### config.mk
export PLATFORM = sky130hd
export DESIGN_NAME = dmem_arbiter
export DESIGN_NICKNAME = d
export VERILOG_FILES = /design/src/rtl/dmem_arbiter.sv
export SDC_FILE = /design/constraint.sdc
export NUM_CORES = 1
export LEC_CHECK = 0
export CAP_MARGIN = 10
export CORE_AREA = 5 5 113 115
export DETAILED_ROUTE_END_ITERATION = 10
export DIE_AREA = 0 0 118 120
export GPL_TIMING_DRIVEN = 0
export PLACE_DENSITY = 0.71
export SYNTH_ARGS = -nofsm -noshare
export SYNTH_HDL_FRONTEND = slang
export SYNTH_SLANG_ARGS = --single-unit
### constraint.sdc
create_clock -name clk -period 3.27 [get_ports clk]
set_clock_uncertainty 0.1 [all_clocks]
set_input_delay 0.4905 -clock clk [delete_from_list [all_inputs] [get_ports clk]]
set_output_delay 0.4905 -clock clk [all_outputs]
set_load 0.02 [all_outputs]
### src/rtl/dmem_arbiter.sv
`default_nettype none
// ============================================================================
// dmem_arbiter: burst-limited two-port arbiter for a single-port data memory.
// Rev 1.0
// ============================================================================
module dmem_arbiter #(
  parameter int AW        = 32,
  parameter int DW        = 32,
  parameter int BURST_MAX = 4
) (
  input  logic          clk,
  input  logic          reset,
  input  logic          m0_req,
  input  logic          m0_we,
  input  logic [AW-1:0] m0_addr,
  input  logic [DW-1:0] m0_wdata,
  output logic          m0_gnt,
  output logic          m0_rvalid,
  output logic [DW-1:0] m0_rdata,
  input  logic          m1_req,
  input  logic          m1_we,
  input  logic [AW-1:0] m1_addr,
  input  logic [DW-1:0] m1_wdata,
  output logic          m1_gnt,
  output logic          m1_rvalid,
  output logic [DW-1:0] m1_rdata,
  output logic          mem_we,
  output logic [AW-1:0] mem_a,
  output logic [DW-1:0] mem_wd,
  input  logic [DW-1:0] mem_rd
);

  localparam int CW = (BURST_MAX < 2) ? 1 : $clog2(BURST_MAX + 1);
  localparam logic [CW-1:0] C_BURST = CW'(BURST_MAX);
  localparam logic [CW-1:0] C_ONE   = CW'(1);

  logic          owner_q, owner_d;
  logic [CW-1:0] cnt_q, cnt_d;
  logic          rsel_q, rsel_d;
  logic          rpend_q, rpend_d;
  logic [DW-1:0] rdata_q, rdata_d;
  logic          gnt0, gnt1, gnt_any;

  // Contention: the owner keeps the memory until its burst budget is spent.
  always_comb begin
    gnt0 = 1'b0;
    gnt1 = 1'b0;
    if (!reset) begin
      if (m0_req && m1_req) begin
        if (cnt_q == C_BURST) begin
          gnt0 = owner_q;
          gnt1 = !owner_q;
        end else begin
          gnt0 = !owner_q;
          gnt1 = owner_q;
        end
      end else begin
        gnt0 = m0_req;
        gnt1 = m1_req;
      end
    end
  end

  assign gnt_any = gnt0 | gnt1;
  assign m0_gnt  = gnt0;
  assign m1_gnt  = gnt1;
  assign mem_a   = gnt1 ? m1_addr  : m0_addr;
  assign mem_wd  = gnt1 ? m1_wdata : m0_wdata;
  assign mem_we  = gnt_any && (gnt1 ? m1_we : m0_we);

  always_comb begin
    owner_d = owner_q;
    cnt_d   = cnt_q;
    rsel_d  = rsel_q;
    rpend_d = 1'b0;
    rdata_d = rdata_q;
    if (gnt_any) begin
      if (gnt1 == owner_q) begin
        if (cnt_q != C_BURST) cnt_d = cnt_q + C_ONE;
      end else begin
        owner_d = gnt1;
        cnt_d   = C_ONE;
      end
      if (!mem_we) begin
        rpend_d = 1'b1;
        rsel_d  = gnt1;
        rdata_d = mem_rd;
      end
    end else begin
      cnt_d = '0;
    end
  end

  always_ff @(posedge clk or posedge reset) begin
    if (reset) begin
      owner_q <= 1'b0;
      cnt_q   <= '0;
      rsel_q  <= 1'b0;
      rpend_q <= 1'b0;
      rdata_q <= '0;
    end else begin
      owner_q <= owner_d;
      cnt_q   <= cnt_d;
      rsel_q  <= rsel_d;
      rpend_q <= rpend_d;
      rdata_q <= rdata_d;
    end
  end

  assign m0_rvalid = rpend_q && !rsel_q && !reset;
  assign m1_rvalid = rpend_q &&  rsel_q && !reset;
  assign m0_rdata  = rdata_q;
  assign m1_rdata  = rdata_q;

endmodule
`default_nettype wire

==> results.json <==
{
  "clk_pin_slew_ns": 0.06,
  "synth-seq-area-share_pct": 37.1,
  "layout.nets": 687,
  "synthTopCellsByArea": "dfrtp_1, mux2_2, mux2_1",
  "drc": 0,
  "syn_nets": 379,
  "min_period_over_period_pct": 96.8,
  "synth_top_family_by_area": "multiplexers",
  "root_buffer": "clkbuf_16",
  "rsz0062_at_grt": "true",
  "required_ns": 2.68,
  "nFillCells": 1120,
  "grt_pass1_wl_mm": 17.6,
  "cp-start-kind": "input pin",
  "worst_hold_slack_ns": 0.413,
  "first_global_vias": 3082,
  "wl_mm": 11.7,
  "synth_xor_area_share_pct": 1.03,
  "syn_to_final_growth_pct": 131,
  "yosys.area_share.simple_pct": 3.42,
  "synth-adder-area-share_pct": 0.977,
  "fmax_mhz": 316,
  "final_cell_mix": "clkdlybuf4s50_1, mux2_2, dlygate4sd2_1",
  "num_antenna_cells": 0,
  "tns_ns": 0,
  "htree_num_levels": 2,
  "path_class": "in -> out",
  "final_common_cell": "clkdlybuf4s50_1",
  "worst-r2r-cell-count": 9,
  "dr.pass1.iters": 3,
  "async_flop_share_pct": 100,
  "reg2reg_slack_ns": 0.31,
  "finalWeightedCongestion": 0.807,
  "num_vias": 2782,
  "synth_top_flop_cell": "dfrtp_1",
  "io_buffers": 298,
  "viasPerCell": 4.17,
  "slew_headroom_pct": 60.4,
  "hold_end": "m0_rdata[5]$_DFFE_PP0P_",
  "rows": 40,
  "cts_tree": "done",
  "synth.area.mux_share_pct": 43.4,
  "cts_buffers": 5,
  "drive_above_1_share_pct": 24.2,
  "ant_nets": 0,
  "io_pins": 299,
  "r2r-end": "m0_rdata[21]$_DFFE_PP0P_",
  "fp.coreArea_sq_um": 11700,
  "crit_arrival_ns": 2.58,
  "maxCapViolCount": 0,
  "hpwl_mm": 10.4,
  "synth_top_area_cell": "dfrtp_1",
  "total_power_mw": 2.64,
  "synthDistinctLibCells": 25,
  "grt-ovfl-total": 0,
  "leakage_nw": 2.51,
  "start_util_pct": 21.9,
  "drtIter0Drc": 36,
  "ys_warn_count": 0,
  "synth-compound-area-share_pct": 2.49,
  "syn_inst": 211,
  "synth_edf_count": 0,
  "fp.dieH_um": 120,
  "grt_use_total_pct": 15.6,
  "grt_start_max_net_pins": 41,
  "setup_viol": 0,
  "min_from": "m0_rdata[5]$_DFFE_PP0P_",
  "hold_viol": 0,
  "fin_crit_ns": 3.17,
  "peakVddDrop_uv": 279,
  "regToRegStartpoint": "cnt_q[0]$_DFFE_PP0P_",
  "clk-insertion-delay-late_ns": 0.27,
  "hp-class": "reg -> reg",
  "die_w_um": 118,
  "synth.top_cell.area_share_pct": 37.1,
  "status": "finished, final reports clean",
  "power_density_nw_per_um2": 447,
  "slew_viol_final": 0,
  "worst_pin_slew_ns": 0.577,
  "drt-wirelength-per-cell_um": 17.5,
  "cts_hold_buf": 0,
  "holdPathStages": 1,
  "cts_sinks": 38,
  "cts_buffer_depth": 2,
  "netlist_area_sq_um": 2560,
  "antenna_found_initial": 0,
  "cp_max_fo": 10,
  "critPathCaptureType": "output port",
  "ys_seq_elements": 38,
  "syn_area_per_cell_sq_um": 12.1,
  "dieArea_sq_um": 14200
}
[logic make-up (layout without fill, tap and decap cells)]
logic type	after synthesis	count (layout)
fa+ha+maj	2	2
compound gates	6	6
flops	38	38
xor+xnor	3	3
buf+inv	47	356
mux	99	99
simple gates	16	16
[metrics by stage]
step / util (%) / cell area [sq um] / worst slack, ns / cells
after CTS: 50.4 / 5900 / 0.00775 / 667
after global routing: 50.6 / 5920 / -0.00252 / 667
after detailed placement: 48.9 / 5730 / -0.845 / 656
after floorplan: - / 2560 / 0.447 / 211
final: 50.6 / 5920 / 0.104 / 667
after global placement: 48.9 / 5730 / -0.829 / 656
[worst max-delay path, cell delays in order]
cell             delay (ns)
clkdlybuf4s50_1        0.46
nor2b_1                0.18
a2111oi_4              0.34
buf_6                  0.19
clkbuf_4               0.21
mux2_2                 0.35
dlygate4sd2_1          0.33
[Yosys cell counts, drive strengths merged, types with 2 or more instances]
library cell and count:
dfrtp 38, clkbuf 10, ha 2, mux2 96, buf 32, mux2i 3, nand2 4, nor3 2
nand3 2, nor2b 2, xnor2 3, inv 5
[routing by layer]
layer | vias up | global-route usage [%] | share of wire, % | wire length, um
met5 | - | 0 | 0 | 0
met4 | 0 | 5.59 | 2.6 | 307
met3 | 15 | 6.69 | 11 | 1280
met2 | 163 | 29.1 | 54 | 6310
met1 | 1273 | 15.3 | 33 | 3800
li1 | 1331 | - | - | -
[flip-flops by register name, indices dropped and copies added (netlist names)]
signal and count:
owner_q 1, rpend_q 1, cnt_q 3, m0_rdata 32, rsel_q 1
[report_power, final]
group	internal (mW)	switching (mW)
clock network	0.438	0.186
registers	0.567	0.0763
logic	0.785	0.592
[worst max path at each step]
stage / from / to / slack (ns) / depth (start not counted)
6_report: m0_req / mem_a[19] / 0.10 / 7
3_3_place_gp: m0_req / mem_wd[26] / -0.83 / 6
4_1_cts: m0_req / mem_wd[19] / 0.008 / 7
2_1_floorplan: cnt_q[0]$_DFFE_PP0P_ / mem_wd[18] / 0.45 / 6
3_5_place_dp: m0_req / mem_a[31] / -0.85 / 6
5_1_grt: m0_req / mem_a[18] / -0.003 / 7
[area by class of cell]
class                           count  area, sq um  share of cell area [%]
Sequential cell                    38          951                    16.1
Inverter                            5         21.3                   0.359
Multi-Input combinational cell    126         1320                    22.4
Buffer                             42          318                    5.37
Clock inverter                      3         68.8                    1.16
Clock buffer                        5          125                    2.11
Timing Repair Buffer              301         2930                    49.5
Tap cell                          147          184                    3.11
[what timing repair did]
| action | in CTS | in global routing |
|---|---|---|
| gates resized for setup | 81 | 14 |
| buffers inserted | 3 | 0 |
| pin swaps | 1 | 1 |
| setup endpoints to repair | 97 | 95 |
| gates cloned | 0 | 0 |
Power figures use the tool's default switching activity.
